<file path="src/rtl/tape_stream_reader.sv">
`default_nettype none
// ============================================================================
// Module      : tape_stream_reader
// Description : Fetches a contiguous byte range from SDRAM over the tape read
//               channel and buffers it in a small FIFO. Bytes are presented
//               to the tape playback logic on a valid/ready byte stream.
//               Only one SDRAM request is outstanding at a time.
//
// Ports       :
//   clk          system clock
//   reset        synchronous, active-high reset
//   start        one-cycle pulse, begin a fetch (accepted in IDLE/DONE only)
//   stop         one-cycle pulse, abort the fetch and flush the FIFO
//   start_addr   first byte address, sampled on an accepted start
//   tape_len     number of bytes to fetch, sampled on an accepted start
//   tape_addr    SDRAM read address, stable from request until its ack
//   tape_rd      read request strobe, one cycle per byte
//   tape_dout    read data, valid in the cycle tape_rd_ack toggles
//   tape_rd_ack  toggles once per completed read
//   byte_data    FIFO head byte (registered)
//   byte_valid   FIFO not empty
//   byte_ready   consumer accepts byte_data when byte_valid is high
//   busy         high in REQ, WAIT and ABORT
//   done         all bytes fetched and the FIFO drained
//   fifo_level   current FIFO occupancy
//
// Parameters  :
//   FIFO_DEPTH   byte FIFO entries, power of two, minimum 2
//   ADDR_W       SDRAM byte address width
//
// Revision    : 1.0 - initial release
// ============================================================================
module tape_stream_reader #(
    parameter int FIFO_DEPTH = 8,
    parameter int ADDR_W     = 23
) (
    input  logic                        clk,
    input  logic                        reset,
    input  logic                        start,
    input  logic                        stop,
    input  logic [ADDR_W-1:0]           start_addr,
    input  logic [ADDR_W-1:0]           tape_len,
    output logic [ADDR_W-1:0]           tape_addr,
    output logic                        tape_rd,
    input  logic [7:0]                  tape_dout,
    input  logic                        tape_rd_ack,
    output logic [7:0]                  byte_data,
    output logic                        byte_valid,
    input  logic                        byte_ready,
    output logic                        busy,
    output logic                        done,
    output logic [$clog2(FIFO_DEPTH):0] fifo_level
);

    // ------------------------------------------------------------------------
    // Constants
    // ------------------------------------------------------------------------
    localparam int c_PTR_W = $clog2(FIFO_DEPTH);
    localparam int c_CNT_W = c_PTR_W + 1;

    localparam logic [c_CNT_W-1:0] c_DEPTH = c_CNT_W'(FIFO_DEPTH);

    localparam logic [2:0] c_ST_IDLE  = 3'd0;
    localparam logic [2:0] c_ST_REQ   = 3'd1;
    localparam logic [2:0] c_ST_WAIT  = 3'd2;
    localparam logic [2:0] c_ST_DONE  = 3'd3;
    localparam logic [2:0] c_ST_ABORT = 3'd4;

    // ------------------------------------------------------------------------
    // State
    // ------------------------------------------------------------------------
    logic [2:0]         r_state;
    logic [ADDR_W-1:0]  r_tape_addr;
    logic [ADDR_W-1:0]  r_remaining;
    logic               r_ack_seen;
    logic               r_done;

    logic [7:0]         r_mem [FIFO_DEPTH];
    logic [c_PTR_W-1:0] r_wr_ptr;
    logic [c_PTR_W-1:0] r_rd_ptr;
    logic [c_CNT_W-1:0] r_count;
    logic [7:0]         r_head;

    // ------------------------------------------------------------------------
    // Combinational helpers
    // ------------------------------------------------------------------------
    logic               w_ack;
    logic               w_can_req;
    logic               w_push;
    logic               w_pop;
    logic               w_head_from_input;
    logic [c_PTR_W-1:0] w_rd_ptr_nxt;
    logic [c_CNT_W-1:0] w_count_nxt;

    // A request completes when the toggle-style ack differs from the last
    // level we recorded.
    assign w_ack     = (tape_rd_ack != r_ack_seen);
    assign w_can_req = (r_count < c_DEPTH);

    // Data of a completing read is dropped when stop arrives in the same
    // cycle, since the FIFO is being flushed anyway.
    assign w_push = (r_state == c_ST_WAIT) && w_ack && !stop;
    assign w_pop  = byte_ready && (r_count != '0);

    assign w_rd_ptr_nxt = w_pop ? (r_rd_ptr + c_PTR_W'(1)) : r_rd_ptr;

    // The pushed byte becomes the new head when the FIFO is empty after any
    // pop of this cycle; otherwise the head comes from storage.
    assign w_head_from_input = w_push &&
                               ((r_count == '0) ||
                                ((r_count == c_CNT_W'(1)) && w_pop));

    always_comb begin
        w_count_nxt = r_count;
        if (w_push && !w_pop) begin
            w_count_nxt = r_count + c_CNT_W'(1);
        end else if (!w_push && w_pop) begin
            w_count_nxt = r_count - c_CNT_W'(1);
        end
    end

    // ------------------------------------------------------------------------
    // Request / sequencing FSM
    // ------------------------------------------------------------------------
    always_ff @(posedge clk) begin
        if (reset) begin
            r_state     <= c_ST_IDLE;
            r_tape_addr <= '0;
            r_remaining <= '0;
            // The responder's ack level survives our reset; adopt it so no
            // phantom completion is seen afterwards.
            r_ack_seen  <= tape_rd_ack;
            r_done      <= 1'b0;
        end else begin
            r_done <= 1'b0;
            case (r_state)
                c_ST_IDLE, c_ST_DONE: begin
                    // Nothing is outstanding here, so any ack movement
                    // (e.g. a late ack from before a reset) is absorbed.
                    r_ack_seen <= tape_rd_ack;
                    if (stop) begin
                        r_state <= c_ST_IDLE;
                    end else if (start) begin
                        r_tape_addr <= start_addr;
                        r_remaining <= tape_len;
                        r_state     <= (tape_len == '0) ? c_ST_DONE : c_ST_REQ;
                    end else if (r_state == c_ST_DONE) begin
                        r_done <= (w_count_nxt == '0);
                    end
                end

                c_ST_REQ: begin
                    if (stop) begin
                        r_state <= c_ST_IDLE;
                    end else if (w_can_req) begin
                        // tape_rd is asserted combinationally in this cycle.
                        r_state <= c_ST_WAIT;
                    end
                end

                c_ST_WAIT: begin
                    if (w_ack) begin
                        r_ack_seen <= tape_rd_ack;
                        if (stop) begin
                            r_state <= c_ST_IDLE;
                        end else begin
                            r_tape_addr <= r_tape_addr + ADDR_W'(1);
                            r_remaining <= r_remaining - ADDR_W'(1);
                            r_state     <= (r_remaining == ADDR_W'(1)) ?
                                           c_ST_DONE : c_ST_REQ;
                        end
                    end else if (stop) begin
                        // The read is still in flight; its ack must be
                        // consumed before a new request may be issued.
                        r_state <= c_ST_ABORT;
                    end
                end

                c_ST_ABORT: begin
                    if (w_ack) begin
                        r_ack_seen <= tape_rd_ack;
                        r_state    <= c_ST_IDLE;
                    end
                end

                default: begin
                    r_state <= c_ST_IDLE;
                end
            endcase
        end
    end

    // ------------------------------------------------------------------------
    // Byte FIFO
    // ------------------------------------------------------------------------
    always_ff @(posedge clk) begin
        if (w_push) begin
            r_mem[r_wr_ptr] <= tape_dout;
        end
    end

    always_ff @(posedge clk) begin
        if (reset || stop) begin
            r_wr_ptr <= '0;
            r_rd_ptr <= '0;
            r_count  <= '0;
            r_head   <= 8'h00;
        end else begin
            if (w_push) begin
                r_wr_ptr <= r_wr_ptr + c_PTR_W'(1);
            end
            r_rd_ptr <= w_rd_ptr_nxt;
            r_count  <= w_count_nxt;
            if (w_head_from_input) begin
                r_head <= tape_dout;
            end else begin
                r_head <= r_mem[w_rd_ptr_nxt];
            end
        end
    end

    // ------------------------------------------------------------------------
    // Outputs
    // ------------------------------------------------------------------------
    // Gated by stop/reset so an aborting cycle never launches a request.
    assign tape_rd    = (r_state == c_ST_REQ) && w_can_req && !stop && !reset;
    assign tape_addr  = r_tape_addr;
    assign byte_data  = r_head;
    assign byte_valid = (r_count != '0);
    assign fifo_level = r_count;
    assign busy       = (r_state == c_ST_REQ) || (r_state == c_ST_WAIT) ||
                        (r_state == c_ST_ABORT);
    assign done       = r_done;

endmodule
`default_nettype wire

</file>
<file path="config.mk">
export PLATFORM = sky130hd
export DESIGN_NAME = tape_stream_reader
export DESIGN_NICKNAME = d
export VERILOG_FILES = /design/src/rtl/tape_stream_reader.sv
export SDC_FILE = /design/constraint.sdc
export NUM_CORES = 1
export LEC_CHECK = 0
export BUFFER_PORTS_ARGS = -buffer_cell sky130_fd_sc_hd__buf_2
export CORE_AREA = 5 5 122 124
export DETAILED_ROUTE_END_ITERATION = 6
export DIE_AREA = 0 0 127 129
export GPL_TIMING_DRIVEN = 0
export PLACE_DENSITY = 0.72
export SETUP_SLACK_MARGIN = 0.2
export SLEW_MARGIN = 40
export SYNTH_ARGS = -nofsm -noshare
export SYNTH_HDL_FRONTEND = slang
export SYNTH_SLANG_ARGS = --single-unit
</file>
<file path="constraint.sdc">
create_clock -name clk -period 2.2 [get_ports clk]
set_clock_uncertainty 0.05 [all_clocks]
set_input_delay 0.22 -clock clk [delete_from_list [all_inputs] [get_ports clk]]
set_output_delay 0.22 -clock clk [all_outputs]
set_load 0.03 [all_outputs]
</file>
==> impl_metrics.yaml, run 1 <==
yosys:
  yosys_most_used_dff: "dfxtp_1"
  synth_xor_area_share_pct: 1.15
  seq_area_frac_synth_pct: 48.1
  ys_ff_latch: 133
  yosys.area_share.simple_pct: 20.8
  synth.area.mux_share_pct: 6.49
  synthDominantCellAreaShare_pct: 28.4
  syn-num-nets: 796
  syn_inst: 728
  syn_area_um2: 6880
  yosys_warnings: 0
  synth_compound_area_share_pct: 18.6
  synthAdderAreaFrac_pct: 1.45
  yosysMostFrequentCell: "dfxtp_1"
  yosys-top-cells-count: "68 x dfxtp_1, 67 x nand2_1, 65 x edfxtp_1"
  yosys.area.top_type: "edfxtp_1"
  synth_cell_types: 58
  synth_area_per_cell_um2: 9.45
  synth_top_family_by_area: "simple AND/OR/NAND/NOR gates"
  async_flop_share_pct: 0
  synth.area.top_cells: "edfxtp_1 28%, dfxtp_1 20%, mux2i_1 5.7%"
  synth_edf_count: 65
timing:
  min_period_over_period_pct: 114
  hold_violations: 0
  worst_slack_ps: -304
  slew_violations: 0
  tightest_slew_ps: 689
  post-route-min-period_ps: 2500
  maxSlewHeadroom_pct: 54.1
  rsz0062_at_grt: "true"
  setup_violations: 20
  fmax_ghz: 0.399
cts:
  tritoncts: "built"
  cts_sinks: 133
  cts_buffers: 17
  clock_latency_ps: 430
  cts.clk_slew.worst_paths_ps: 60
  root_buffer: "clkbuf_16"
  cts_max_level: 4
  ctsLongestPathBuffers: 2
finish:
  n_antenna_cell: 0
  area_delta_synth_final_pct: 42.5
  fill_cells: 925
  instances_no_fill: 1094
  drive_gt1_share_pct: 40.0
  num-nets-final: 969
grt:
  grt_max_degree: 17
  overflow: 0
  grt_pass1_vias: 6749
  antenna_found_initial: 0
  grt_pass1_wl_mm: 34.9
  grtUsageTotal_pct: 27.2
pwr:
  seqPwrFrac_pct: 41.9
  pwr-share-comb_pct: 17.3
  p_switching_mw: 1.89
  ir_worst_vdd_mv: 0.575
  pwr-share-clk_pct: 40.8
  power_density_nw_per_um2: 668
  p_leak_nw: 3.68
  power.total_mw: 6.56
  internal_power_mw: 4.67
  switching_share_pct: 28.8
job:
  drv_cap: 0
floorplanning:
  die_area_um2: 16400
  initial_core_util_pct: 50.4
  core_area_um2: 13700
  rows: 43
  die_h_um: 129
  io-pin-count: 99
  die_x_um: 127
status:
  violations: "setup timing"
  status: "finished with violations"
setup_path:
  cp_slowest_cell: "or4_4"
  crit_required_ps: 2510
  cp.depth: 9
  reg2reg_setup_slack_ps: -300
  slowest_delay_ps: 530
  crit_type: "reg -> reg"
  cp-start-kind: "flip-flop"
  ff2ff_path_depth: 9
  cp-end-kind: "flip-flop"
  cp_cell_sequence: "or4_4 > buf_6 > nor4_4 > or3b_1 > buf_6 > buf_4 > o41ai_2 > nand2_1 > a21oi_2"
  crit_buf_inv: 3
  crit_fanout: 6
  path_delay_family: "simple AND/OR/NAND/NOR gates"
  crit_top_cell: "buf_6"
  critPathArrivalTime_ps: 2810
routing:
  final_antenna_net_count: 0
  dr.pass1.iters: 5
  viasPerCell: 6.36
  via_count: 6962
  drt_first_iter_violations: 686
  drt-total-wl_mm: 23.4
  drc: 0
  wl_per_cell_um: 21.4
hold_path:
  hp-class: "in -> reg"
  hold_depth: 3
placed_design:
  dp_hpwl_mm: 14.7
  numPortBuffers: 98
  dp.cells: 1006
  place_congestion: 0.947
## timing repair
| item | CTS | global route |
|---|---|---|
| hold endpoints to repair | 1 | 0 |
| gates cloned | 0 | 2 |
| resized for setup | 101 | 127 |
| pin swaps | 36 | 41 |
| buffers inserted | 33 | 20 |
| hold buffers | 1 | 0 |
| endpoints found under the setup margin | 127 | 116 |
## power by group through the flow
| stage | Combinational, mW | Sequential (mW) | Clock [mW] |
|---|---|---|---|
| final | 1.13 | 2.75 | 2.67 |
| after detailed placement | 0.829 | 2.79 | 0 |
| after global placement | 0.811 | 2.79 | 0 |
| after CTS | 0.961 | 2.74 | 2.66 |
| after global routing | 1.20 | 2.75 | 2.80 |
| after floorplan | 0.491 | 2.85 | 0 |
## cell type report
class / count / area (µm²) / share of cell area [%]
timing repair buffer: 154 / 1070 / 11.0
clock buffer: 20 / 458 / 4.67
tap: 180 / 225 / 2.30
buffer: 54 / 433 / 4.41
inverter: 6 / 25.0 / 0.255
multi-input combinational: 535 / 4160 / 42.4
sequential: 133 / 3340 / 34.0
clock inverter: 12 / 93.8 / 0.957
## layer usage
metal	GRT usage (%)	up-vias	wire length [µm]	part of all wire, %
met1	34.4	3341	9340	40
met5	0	-	0	0
li1	-	3108	-	-
met4	13.5	0	786	3.4
met2	43.1	420	11200	48
met3	7.31	93	2100	9.0
## worst paths after layout
check,to,start
worst min register to register,r_remaining[1],r_remaining[1]
worst max register to register,r_remaining[20],r_remaining[10]
worst max-delay path,r_remaining[20],r_remaining[10]
worst min-delay path,tape_addr[0],start_addr[0]
## state kept, by name, indices dropped and copies added, names as in the netlist, 3 cells and up
signal	flops
r_state	3
tape_addr	23
r_mem	64
fifo_level	4
r_rd_ptr	3
r_wr_ptr	3
r_remaining	23
byte_data	8
## layout by cell type (no fill, tap or decap), types with 9 or more instances in the layout
cell type	instances
a211oi_1	14
a211oi_2	17
a21oi_1	45
a22o_1	9
buf_12	9
buf_2	103
buf_4	44
buf_6	16
clkbuf_1	12
clkbuf_16	20
dfxtp_1	56
dfxtp_2	9
edfxtp_1	65
mux2i_1	37
nand2_1	64
nand3_1	21
nand4_1	10
nor2_1	50
nor2b_1	9
nor3_1	22
nor4_1	10
o21ai_0	36
or3_1	10
## through the flow
step	TNS (ps)	hold WS, ps	utilization, %	instance area [µm²]	setup WS [ps]
after global routing	-4580	19.6	71.8	9810	-404
after detailed placement	-27380	412	58.0	7930	-521
final	-3220	16.5	71.8	9810	-304
after global placement	-27230	404	57.8	7900	-631
after CTS	-2250	3.53	67.2	9180	-231
after floorplan	-707	269	-	7190	-157
## logic make-up (layout without fill, tap and decap cells)
logic type	Yosys count	in the layout
flops	133	133
buf+inv	60	246
xor+xnor	9	9
mux	43	43
simple gates	280	280
compound gates	195	195
fa+ha+maj	8	8
## worst reg2reg max path: stages (launching register included)
cell and delay, ps:
dfxtp_2 330, or4_4 530, buf_6 140, nor4_4 270, or3b_1 400, buf_6 150, buf_4 130, o41ai_2 210
nand2_1 100, a21oi_2 120
(Power assumes the default switching activity.)
==> inputs of run 2 (changes only) <==
--- a/config.mk
+++ b/config.mk
@@ -12,6 +12,7 @@
 export GPL_TIMING_DRIVEN = 0
 export PLACE_DENSITY = 0.72
 export SETUP_SLACK_MARGIN = 0.2
+export SKIP_CTS_REPAIR_TIMING = 1
 export SLEW_MARGIN = 40
 export SYNTH_ARGS = -nofsm -noshare
 export SYNTH_HDL_FRONTEND = slang
==> impl_metrics.yaml, run 2 (synthesized netlist as in run 1, its figures left out) <==
status:
  status: "finished with violations"
  violations: "setup timing"
pwr:
  switching_share_pct: 28.9
  power.total_mw: 6.62
  seqPwrFrac_pct: 41.6
  internal_power_mw: 4.70
  pwr-share-comb_pct: 18.1
  power_density_nw_per_um2: 666
  pwr-share-clk_pct: 40.4
  p_switching_mw: 1.91
  p_leak_nw: 3.69
  ir_worst_vdd_mv: 0.600
cts:
  root_buffer: "clkbuf_16"
  ctsLongestPathBuffers: 2
  cts_buffers: 17
  tritoncts: "built"
  cts.clk_slew.worst_paths_ps: 60
  clock_latency_ps: 440
  cts_max_level: 4
  cts_sinks: 133
floorplanning:
  io-pin-count: 99
  die_area_um2: 16400
  rows: 43
  initial_core_util_pct: 50.4
  die_x_um: 127
  core_area_um2: 13700
  die_h_um: 129
placed_design:
  dp_hpwl_mm: 14.7
  place_area_um2: 7930
  pre_cts_ws_ps: -521
  dp.cells: 1006
  numPortBuffers: 98
  place_congestion: 0.947
timing:
  post-route-min-period_ps: 2500
  hold_violations: 0
  slew_violations: 0
  setup_tns_ps: -2120
  setup_violations: 18
  worst_slack_ps: -297
  min_period_over_period_pct: 113
  tightest_slew_ps: 808
  fmax_ghz: 0.401
  rsz0062_at_grt: "true"
  maxSlewHeadroom_pct: 46.1
finish:
  drive_gt1_share_pct: 41.5
  regMostFlops: "r_mem"
  layout_commonest_cell: "buf_2"
  n_antenna_cell: 0
  area_delta_synth_final_pct: 44.3
  fill_cells: 902
  largest_register_ffs: 64
  regArea_um2: 3340
  multiInputGateArea_um2: 4230
  instances_no_fill: 1089
  stdcell_area_um2: 9930
  num-nets-final: 964
  final_cell_mix: "102 x buf_2, 65 x edfxtp_1, 59 x dfxtp_1"
setup_path:
  slowest_delay_ps: 390
  crit_required_ps: 2510
  cp_cell_sequence: "inv_4 > ha_4 > or3b_4 > nor4_4 > or3b_1 > buf_6 > buf_4 > o41ai_2 > nand2_1 > a21oi_1"
  crit_type: "reg -> reg"
  critPathArrivalTime_ps: 2800
  cp_slowest_cell: "or3b_4"
  crit_fanout: 5
  cp-start-kind: "flip-flop"
  cp-end-kind: "flip-flop"
routing:
  drt_first_iter_violations: 750
  drt-total-wl_mm: 24.0
  drc: 0
  dr.pass1.iters: 5
  wl_per_cell_um: 22.0
  via_count: 7037
  final_antenna_net_count: 0
  viasPerCell: 6.46
grt:
  grt_max_degree: 17
  antenna_found_initial: 1
  grt_pass1_wl_mm: 32.3
  grt_pass1_vias: 6279
  overflow: 0
  grtUsageTotal_pct: 25.2
hold_path:
  hp-class: "in -> reg"
job:
  drv_cap: 0
## run 2: cell count changes in the layout (fill, tap and decap cells not counted), sizes merged
cell    delta
buf       -10
clkbuf     +5
## run 2: path summary, 6_finish.rpt
kind                                     start               to  slack (ps)  depth (start not counted)
worst max-delay path            r_remaining[0]  r_remaining[20]        -300                         10
worst min-delay path             start_addr[0]     tape_addr[0]           7                          3
worst max register to register  r_remaining[0]  r_remaining[20]        -300                         10
worst min register to register  r_remaining[1]   r_remaining[1]         460                          2
## run 2: routing by layer
layer,track usage [%],vias to the layer above,wire length (µm)
met5,0,-,7
li1,-,3101,-
met4,11.0,2,1070
met3,6.77,113,2200
met2,39.1,434,11300
met1,33.2,3387,9410
## run 2: power by group through the flow
stage               sequential (mW)  combinational (mW)  clock (mW)
floorplan                      2.85               0.491           0
global placement               2.79               0.811           0
detailed placement             2.79               0.829           0
CTS                            2.74               0.832        2.66
global route                   2.76                1.25        2.78
finish                         2.75                1.19        2.67
## run 2: final cells by class
class,instances,area share [%]
multi-input cells,535,42.6
clock buffers,20,4.61
flip-flops and latches,133,33.6
well taps,180,2.27
clock inverters,12,0.945
inverters,6,0.277
plain buffers,54,4.66
repair buffers,149,11.1
## run 2: through the flow
| step | util, % | hold WS [ps] |
|---|---|---|
| floorplan | - | 269 |
| global placement | 57.8 | 404 |
| detailed placement | 58.0 | 412 |
| CTS | 62.0 | -35.9 |
| global route | 72.7 | 18.8 |
| finish | 72.7 | 7.46 |
## run 2: worst max-delay path: cells and delay by family, from the launching register on
kind,cells,cell delay (ps)
and+or+nand+nor,4,1170
DFF,1,360
buffers and inverters,3,350
AOI/OAI and AO/OA,2,350
adders and majority gates,1,130
